### src/rtl/ldm_stm_sequencer.sv
// ldm_stm_sequencer: multi-cycle LDM/STM block-transfer controller.
// Walks the register list lowest-bit first, issuing one memory transfer per
// set bit at ascending word addresses, then optionally writes back the base.
// Optional feature macro: LDM_STM_BASE_WB_EN (base register writeback).
// Without it the WB state is never entered and wback/base_reg are ignored.
module ldm_stm_sequencer #(
  parameter int DW = 32,
  parameter int RW = 4
) (
  input  logic          clk,
  input  logic          rst,
  input  logic          start,
  input  logic          load,
  input  logic          pre,
  input  logic          up,
  input  logic          wback,
  input  logic [RW-1:0] base_reg,
  input  logic [15:0]   reg_list,
  input  logic [DW-1:0] base_val,
  output logic          busy,
  output logic          done,
  output logic          mem_req,
  output logic          mem_we,
  output logic [DW-1:0] mem_addr,
  output logic [DW-1:0] mem_wdata,
  input  logic [DW-1:0] mem_rdata,
  input  logic          mem_ack,
  output logic [RW-1:0] rf_ra,
  input  logic [DW-1:0] rf_rd,
  output logic          rf_we,
  output logic [RW-1:0] rf_wa,
  output logic [DW-1:0] rf_wd,
  output logic          pc_we,
  output logic [DW-1:0] pc_wd
);

  typedef enum logic [1:0] {S_IDLE, S_XFER, S_WB, S_DONE} state_t;

  state_t        state, nstate;
  logic          l_load;
  logic [15:0]   l_list;      // registers still to transfer
  logic [DW-1:0] l_addr;      // address of the current transfer

  logic [4:0]    n;
  logic [DW-1:0] n4;
  logic [DW-1:0] start_addr;
  logic [RW-1:0] cur;
  logic          last;

  function automatic logic [4:0] popcount16(input logic [15:0] v);
    logic [4:0] c;
    c = '0;
    for (int i = 0; i < 16; i++) c = c + {4'd0, v[i]};
    return c;
  endfunction

  // Transfer count and block start address (addresses always ascend).
  always_comb begin
    n  = popcount16(reg_list);
    n4 = {{(DW-7){1'b0}}, n, 2'b00};
    case ({pre, up})
      2'b01:   start_addr = base_val;                        // IA
      2'b11:   start_addr = base_val + DW'(4);               // IB
      2'b00:   start_addr = base_val - n4 + DW'(4);          // DA
      default: start_addr = base_val - n4;                   // DB
    endcase
  end

  // Current register = lowest set bit of the remaining list.
  always_comb begin
    cur = '0;
    for (int i = 15; i >= 0; i--)
      if (l_list[i]) cur = RW'(i);
    last = ((l_list & (l_list - 16'd1)) == 16'd0);
  end

`ifdef LDM_STM_BASE_WB_EN
  logic          l_wb;
  logic [RW-1:0] l_base_reg;
  logic [DW-1:0] l_fbase;
  logic          wb_ok;
  logic [DW-1:0] fbase;

  // Writeback is skipped for R15 and when an LDM reloads the base itself.
  always_comb begin
    fbase = up ? base_val + n4 : base_val - n4;
    wb_ok = wback && (base_reg != {RW{1'b1}}) && !(load && reg_list[base_reg]);
  end

  // Latch the writeback target and final base with the request.
  always_ff @(posedge clk) begin
    if (rst) begin
      l_wb       <= 1'b0;
      l_base_reg <= '0;
      l_fbase    <= '0;
    end else if (state == S_IDLE && start) begin
      l_wb       <= wb_ok;
      l_base_reg <= base_reg;
      l_fbase    <= fbase;
    end
  end
`else
  logic unused_wb;
  assign unused_wb = ^{wback, base_reg};
`endif

  // State register.
  always_ff @(posedge clk) begin
    if (rst) state <= S_IDLE;
    else     state <= nstate;
  end

  // Request latch and per-ack list/address advance.
  always_ff @(posedge clk) begin
    if (rst) begin
      l_load <= 1'b0;
      l_list <= '0;
      l_addr <= '0;
    end else if (state == S_IDLE && start) begin
      l_load <= load;
      l_list <= reg_list;
      l_addr <= start_addr;
    end else if (state == S_XFER && mem_ack) begin
      l_list <= l_list & (l_list - 16'd1);
      l_addr <= l_addr + DW'(4);
    end
  end

  // Next-state logic.
  always_comb begin
    nstate = state;
    case (state)
      S_IDLE: if (start) nstate = (n == 5'd0) ? S_DONE : S_XFER;
      S_XFER: if (mem_ack && last) begin
`ifdef LDM_STM_BASE_WB_EN
        nstate = l_wb ? S_WB : S_DONE;
`else
        nstate = S_DONE;
`endif
      end
      S_WB:    nstate = S_DONE;
      default: nstate = S_IDLE;
    endcase
  end

  // Outputs decoded from state; forced quiet while reset is asserted so a
  // mid-transfer reset cannot leak a register or PC write.
  always_comb begin
    busy      = 1'b0;
    done      = 1'b0;
    mem_req   = 1'b0;
    mem_we    = 1'b0;
    mem_addr  = '0;
    mem_wdata = '0;
    rf_ra     = '0;
    rf_we     = 1'b0;
    rf_wa     = '0;
    rf_wd     = '0;
    pc_we     = 1'b0;
    pc_wd     = '0;
    if (!rst) begin
      case (state)
        S_XFER: begin
          busy     = 1'b1;
          mem_req  = 1'b1;
          mem_we   = !l_load;
          mem_addr = l_addr;
          if (!l_load) begin
            rf_ra     = cur;
            mem_wdata = rf_rd;
          end else if (mem_ack) begin
            if (cur == {RW{1'b1}}) begin
              pc_we = 1'b1;
              pc_wd = {mem_rdata[DW-1:2], 2'b00};
            end else begin
              rf_we = 1'b1;
              rf_wa = cur;
              rf_wd = mem_rdata;
            end
          end
        end
`ifdef LDM_STM_BASE_WB_EN
        S_WB: begin
          busy  = 1'b1;
          rf_we = 1'b1;
          rf_wa = l_base_reg;
          rf_wd = l_fbase;
        end
`endif
        S_DONE:  done = 1'b1;
        default: ;
      endcase
    end
  end

endmodule

### config.mk
export PLATFORM = sky130hd
export DESIGN_NAME = ldm_stm_sequencer
export DESIGN_NICKNAME = d
export VERILOG_FILES = /design/src/rtl/ldm_stm_sequencer.sv
export SDC_FILE = /design/constraint.sdc
export NUM_CORES = 1
export LEC_CHECK = 0
export CORE_MARGIN = 2
export CORE_UTILIZATION = 42
export DETAILED_ROUTE_END_ITERATION = 10
export PLACE_DENSITY_LB_ADDON = 0.05
export SLEW_MARGIN = 25
export SYNTH_ARGS = -nofsm -noshare
export SYNTH_HDL_FRONTEND = slang
export SYNTH_SLANG_ARGS = --single-unit
### constraint.sdc
create_clock -name clk -period 6.65 [get_ports clk]
set_input_delay 0.9975 -clock clk [delete_from_list [all_inputs] [get_ports clk]]
set_output_delay 0.9975 -clock clk [all_outputs]
set_load 0.005 [all_outputs]
; Yosys cells after proc, flatten, opt, wreduce, memory -nomap -nowiden
; Cells that the tools add are included.
[word_totals]
n_memories = 0
reg_bits = 51
word_cells = 107
latchBits = 0
mem_bits_ro = 0
ramBits = 0
[op_classes]
add_sub_neg = 20
shifts = 0
n_eq_ne = 8
n_bitwise = 1
div = 0
magnitude_cmp = 0
n_reduce_logical = 10
mux = 64
multipliers = 0
[op_table]
columns = op, count
row1 = 32-bit 2-to-1 mux, 17
row2 = 32-bit by 3-bit adder with 32-bit output (second input constant), 3
row3 = 4-bit 2-to-1 mux, 24
row4 = 32-bit one-hot mux with 3 select lines, 1
row5 = 5-bit by 1-bit adder with 5-bit output, 11
row6 = 16-bit 2-to-1 mux, 2
row7 = 32-bit by 7-bit subtractor with 32-bit output, 1
row8 = 16-bit bitwise AND, 1
row9 = 16-bit logical NOT, 1
row10 = 1-bit 2-to-1 mux, 16
row11 = 16-bit by 1-bit subtractor with 16-bit output (second input constant), 1
row12 = 2-bit equality test (second input constant), 3
row13 = 2-bit 2-to-1 mux, 3
row14 = 2-bit one-hot mux with 3 select lines, 1
row15 = 4-bit by 1-bit adder with 5-bit output, 1
row16 = 5-bit logical NOT, 1
row17 = 3-bit by 1-bit adder with 4-bit output, 1
row18 = 2-bit by 1-bit equality test with 1-bit output (second input constant), 2
row19 = 4-bit equality test (second input constant), 1
row20 = 2-bit logical NOT, 2
row21 = 2-bit by 1-bit adder with 3-bit output, 1
row22 = 1-bit logical AND, 3
row23 = 1-bit by 1-bit adder with 2-bit output, 1
row24 = 2-bit by 1-bit inequality test with 1-bit output (second input constant), 1
row25 = 4 further kinds, 4

; Depth between registers and ports, before layout
[logic_depth]
ltp_word = 22
mapped_depth = 24

; Least setup slack after synthesis
; OpenSTA, ideal clock, no wires.
[synth_timing]
path_kind = input port to flip-flop
startpoint = in reg_list[0]
endpoint = reg l_addr[25]
path_buffers = 1
setup_ns = 0.091
t_arrival_ns = 7.007
cell_stages = 23
slack_ns = -0.448
required_ns = 6.559
cell_sequence = inv_1 fa_1 fa_1 fa_1 fa_1 inv_1 ha_1 inv_1 fa_1 xor2_1 ha_1 a21oi_1 nand2_1 a211o_1 a2111oi_0 a22o_1 a21boi_1 or4_1 clkbuf_1 nor2_1 nand2_1 or3_1 a311oi_1
[synth_via]
elab_chain_len = 19
[synth_rtl]
columns = element, line_no
row1 = start: declaration, 18  ; input logic [15:0] reg_list,
row2 = 1-bit by 1-bit adder with 2-bit output (*), 53  ; for (int i = 0; i < 16; i++) c = c + {4'd0, v[i]};
row3 = 2-bit by 1-bit adder with 3-bit output (*), 53
row4 = 3-bit by 1-bit adder with 4-bit output (*), 53
row5 = 4-bit by 1-bit adder with 5-bit output (*), 53
row6 = 5-bit by 1-bit adder with 5-bit output (*) (11 in series), 53
row7 = 32-bit by 7-bit subtractor with 32-bit output (*), "64, 65"
row8 = 32-bit by 3-bit adder with 32-bit output, 64  ; 2'b00: start_addr = base_val - n4 + DW'(4);
row9 = 32-bit one-hot mux with 3 select lines (*), 61  ; case ({pre, up})
row10 = 32-bit 2-to-1 mux (*), 119  ; end else if (state == S_IDLE && start) begin
row11 = end signal: assignment, 122  ; l_addr <= start_addr;
row12 = end signal: assignment, 125  ; l_addr <= l_addr + DW'(4);
row13 = end: declaration, 42  ; logic [DW-1:0] l_addr;
; Every way passes the cells marked *; elsewhere a longest branch is shown, timed or not.
; A chain may end at the register's enable or synchronous reset.

; Worst setup path after layout
[layout_timing]
startpoint = in reg_list[3]
endpoint = reg l_addr[31]
[layout_via]
elab_chain_len = 17
[layout_rtl]
columns = element, line_no
row1 = 3-bit by 1-bit adder with 4-bit output (*), 53
row2 = 4-bit by 1-bit adder with 5-bit output (*), 53
row3 = 5-bit by 1-bit adder with 5-bit output (*) (11 in series), 53
row4 = 32-bit by 7-bit subtractor with 32-bit output (*), "64, 65"
row5 = 32-bit by 3-bit adder with 32-bit output, 64
row6 = 32-bit one-hot mux with 3 select lines (*), 61
row7 = 32-bit 2-to-1 mux (*), 119
; Marks and branches as above.

==> impl_metrics.py <==
metrics = {
    "routing": {
        "post-route-drc-count": 0,
        "routed_wirelength_um": 32200,
        "dr.pass1.iters": 7,
        "routed_via_density": 5.67,
        "post_drt_wl_per_cell_um": 20.1,
        "detail-route-antenna-nets": 0,
        "drt-initial-drc-count": 867,
        "num_vias": 9068,
    },
    "placement": {
        "placed_cells_incl_taps": 1565,
        "place_hpwl_um": 25700,
        "gp_routability_congestion": 0.969,
        "place.port_buffers": 258,
        "post_dp_cell_area_um2": 10600,
        "dpl_worst_slack_ns": -1.01,
    },
    "flow_run": {
        "timing.max_cap.violations": 0,
    },
    "logic_synthesis": {
        "synth.avg_cell_area_um2": 6.78,
        "post_synthesis_compound_gate_area_fraction_pct": 23.7,
        "post_synth_mux_area_share_pct": 1.36,
        "synthesis.instances": 1033,
        "basic_gate_share_of_the_synthesized_area_counting_and_or_nand_and_nor_cells_pct": 37.7,
        "synth.ff_latch_count": 51,
        "synth.yosys.seq_area_share_pct": 14.6,
        "post_synthesis_xor_xnor_area_fraction_pct": 9.13,
        "most_instantiated_flip_flop_cell_in_the_synthesis_netlist": "dfxtp_1",
        "yosys.cell_types.count": 74,
        "synthesized_cell_area_um2": 7000,
        "dominant_combinational_cell_family_by_area_after_synthesis": "simple AND/OR/NAND/NOR gates",
        "async_flop_share_pct": 0,
        "synth-edff-count": 0,
        "synthesis.yosys.warnings": 0,
        "yosys.area_share.adder_pct": 6.47,
    },
    "setup_path": {
        "worstRegToRegCells": 11,
        "critical_path_launch_point_type": "input pin",
        "cp_cell_sequence": "buf_8 -> inv_4 -> fa_1 -> fa_1 -> fa_1 -> fa_1 -> inv_2 -> ha_4 -> inv_2 -> fa_2 -> xor2_4 -> ha_4 -> buf_4 -> a21o_4 -> and3_4 -> nor4_4 -> nand3_1 -> a21boi_2 -> or4_4 -> buf_4 -> nor4b_4 -> nand3_1 -> xnor2_1 -> o22ai_1",
        "crit-reg2reg-capture": "state[0]",
        "timing.critical_path.slowest_stage_cell": "fa_1",
        "worstPathMaxFanout": 4,
        "r2r_setup_slack_ns": 3.30,
        "timing_worst_setup_path_type": "input pin to flop",
        "crit_path_max_incr_delay_ns": 0.58,
        "path_common_cell": "fa_1",
        "worst_ep_arrival_time_ns": 6.89,
        "critPathBufInv": 6,
        "critical_path.reg2reg.startpoint": "l_list[2]",
        "path_delay_family": "adder cells",
        "critical_path.endpoint_type": "flop",
        "required_ns": 6.81,
    },
    "sta": {
        "max_slew.worst_pin.slew_ns": 0.913,
        "hold_viol": 0,
        "max_freq_ghz": 0.149,
        "skew_ns": 0.0103,
        "fin_crit_sh_pct": 101,
        "finalCriticalPeriod_ns": 6.72,
        "grt_setup_unrepaired": "true",
        "final.setup.worst_slack_ns": -0.0746,
        "slew_headroom_pct": 38.9,
        "timing.final.setup_violations": 4,
        "final_max_slew_viol_count": 0,
        "post_route_setup_tns_ns": -0.146,
    },
    "final_layout": {
        "multi_input_comb_area_um2": 6030,
        "final_design_area_no_fill_um2": 11400,
        "layout_area_growth_over_synthesis_pct": 63.2,
        "final_nets": 1525,
        "layout.filler_cells": 1406,
        "post_layout_nonfiller_instances": 1599,
        "ff_latch_area_um2": 1020,
        "drive_gt1_share_pct": 19.6,
    },
    "pwr": {
        "total_leakage_power_nw": 4.31,
        "power-per-cell-area_nw_per_um2": 238,
        "max-vdd-ir-drop_uv": 363,
        "fin_total_pwr_w": 0.00272,
    },
    "floorplanning": {
        "die_width_um": 133,
        "io_pins": 266,
        "floorplan.initialDensity_pct": 42.5,
        "fp.dieH_um": 133,
        "coreArea_um2": 16500,
        "std_cell_rows": 47,
        "die-area_um2": 17700,
    },
    "global_route": {
        "grt_start_max_net_pins": 71,
        "first_pass_grt_wire_length_um": 48900,
        "grt_antenna_before_repair": 6,
        "overflow": 0,
        "grt_util_all_layers_pct": 35.0,
        "grt_pass1_vias": 8253,
    },
    "min_path": {
        "hold_path_class": "flop to flop",
        "holdPathStages": 2,
        "hold_path.startpoint": "l_addr[1]",
        "hold_end": "l_addr[1]",
    },
    "clock_tree": {
        "cts-root-to-sink-buffers": 2,
        "clk_pin_slew_worst_paths_ns": 0.07,
        "cts_made_buffers": 5,
        "cts_root_buf": "clkbuf_16",
        "clock_tree.htree_level_count": 2,
        "cts_tree": "built",
        "worst_skew_pair.late_latency_ns": 0.30,
        "cts_num_sinks": 51,
    },
    "run_status": {
        "failed_checks": "negative setup slack",
        "outcome": "finished with violations",
    },
}
[worst max path at each step]
stage | depth (start not counted) | startpoint | end | slack, ns
final | 24 | reg_list[3] | l_addr[31] | -0.07
after global routing | 25 | reg_list[13] | l_addr[31] | -0.26
after CTS | 24 | reg_list[3] | l_addr[26] | -0.24
after detailed placement | 24 | reg_list[11] | l_addr[26] | -1.01
after global placement | 24 | reg_list[11] | l_addr[26] | -0.98
after floorplan | 23 | reg_list[11] | l_addr[25] | -0.11
[power by group]
part,switching (W),total (W),internal (W)
registers,0.0000813,0.000451,0.000370
logic,0.000979,0.00197,0.000990
clock network,0.000119,0.000299,0.000179
total,0.00118,0.00272,0.00154
[layout by cell type, fill, tap and decap left out, types with 7 or more instances in the layout]
cell type and instances:
clkdlybuf4s50_1 248, buf_4 139, and2_1 133, nand2_1 95, a21oi_1 68, nor2_1 61, dfxtp_1 51, nand3_1 45
o21ai_0 39, inv_1 35, xnor2_1 34, xor2_1 33, nor3_1 32, a211oi_1 23, nand4_1 17, buf_6 15
o211ai_1 14, a31oi_1 14, ha_1 14, nor2b_1 11, a211oi_2 11, nand2b_1 10, or3_1 10, nand3b_1 9
a21o_1 9, and3_1 9, fa_1 9, nor4_1 8, inv_2 7, o22ai_1 7
[sequential cells by signal, indices dropped and copies added (netlist names)]
signal and cells:
l_addr 32, l_list 16, state 2, l_load 1
[per-layer routing]
| layer | GRT usage (%) | vias up | part of all wire [%] |
|---|---|---|---|
| li1 | - | 4328 | - |
| met3 | 5.94 | 69 | 8.1 |
| met1 | 47.1 | 4220 | 42 |
| met2 | 56.0 | 449 | 46 |
| met4 | 13.7 | 2 | 3.7 |
| met5 | 0 | - | 0.040 |
[cell families after synthesis]
| logic type | Yosys count |
|---|---|
| other cells | 1 |
| mux | 9 |
| simple gates | 493 |
| fa+ha+maj | 30 |
| flops | 51 |
| compound gates | 255 |
| xor+xnor | 73 |
| buf+inv | 121 |
[through the flow]
stage	util [%]	hold WS, ns
after floorplan	-	0.432
after global placement	64.4	0.439
after detailed placement	64.4	0.442
after CTS	67.2	0.452
after global routing	69.4	0.501
final	69.4	0.454
[worst reg2reg max path: cells and delay by family, from the launching register on]
kind	cells	cell delay, ns
compound gates	4	1.03
flops	1	0.36
buf+inv	1	0.19
fa+ha+maj	1	0.36
simple gates	5	1.31
[timing repair]
action,in CTS,in global routing
endpoints found under the setup margin,25,24
hold buffers,0,0
pin swaps,57,36
setup buffers,13,10
resized for setup,94,53
[cells in the mapped netlist, types with 10 or more instances]
library cell    n  area [um^2]
fa_1           11          220
clkbuf_1       63          236
nor4_1         13         81.3
inv_1          46          173
nand3_1        49          245
nand2b_1       10         62.6
nor2_1         65          244
ha_1           17          213
or3_1          14         87.6
o21ai_0        43          215
xnor2_1        39          342
nand4_1        17          106
xor2_1         34          298
a21o_1         10         75.1
and3_1         10         62.6
nor2b_1        14         87.6
a31oi_1        14         87.6
nand2_1        99          372
dfxtp_1        51         1020
o211ai_1       14          105
and2_1        134          838
nor3_1         33          165
a211oi_1       34          255
a21oi_1        74          370
[cell type report]
class	instances	share of cell area, %
antenna	5	0.109
tap	220	2.41
clock inverter	2	0.339
multi-input combinational	862	52.7
timing repair buffer	407	32.7
sequential	51	8.93
inverter	46	1.64
clock buffer	6	1.13
(Power assumes the default switching activity.)
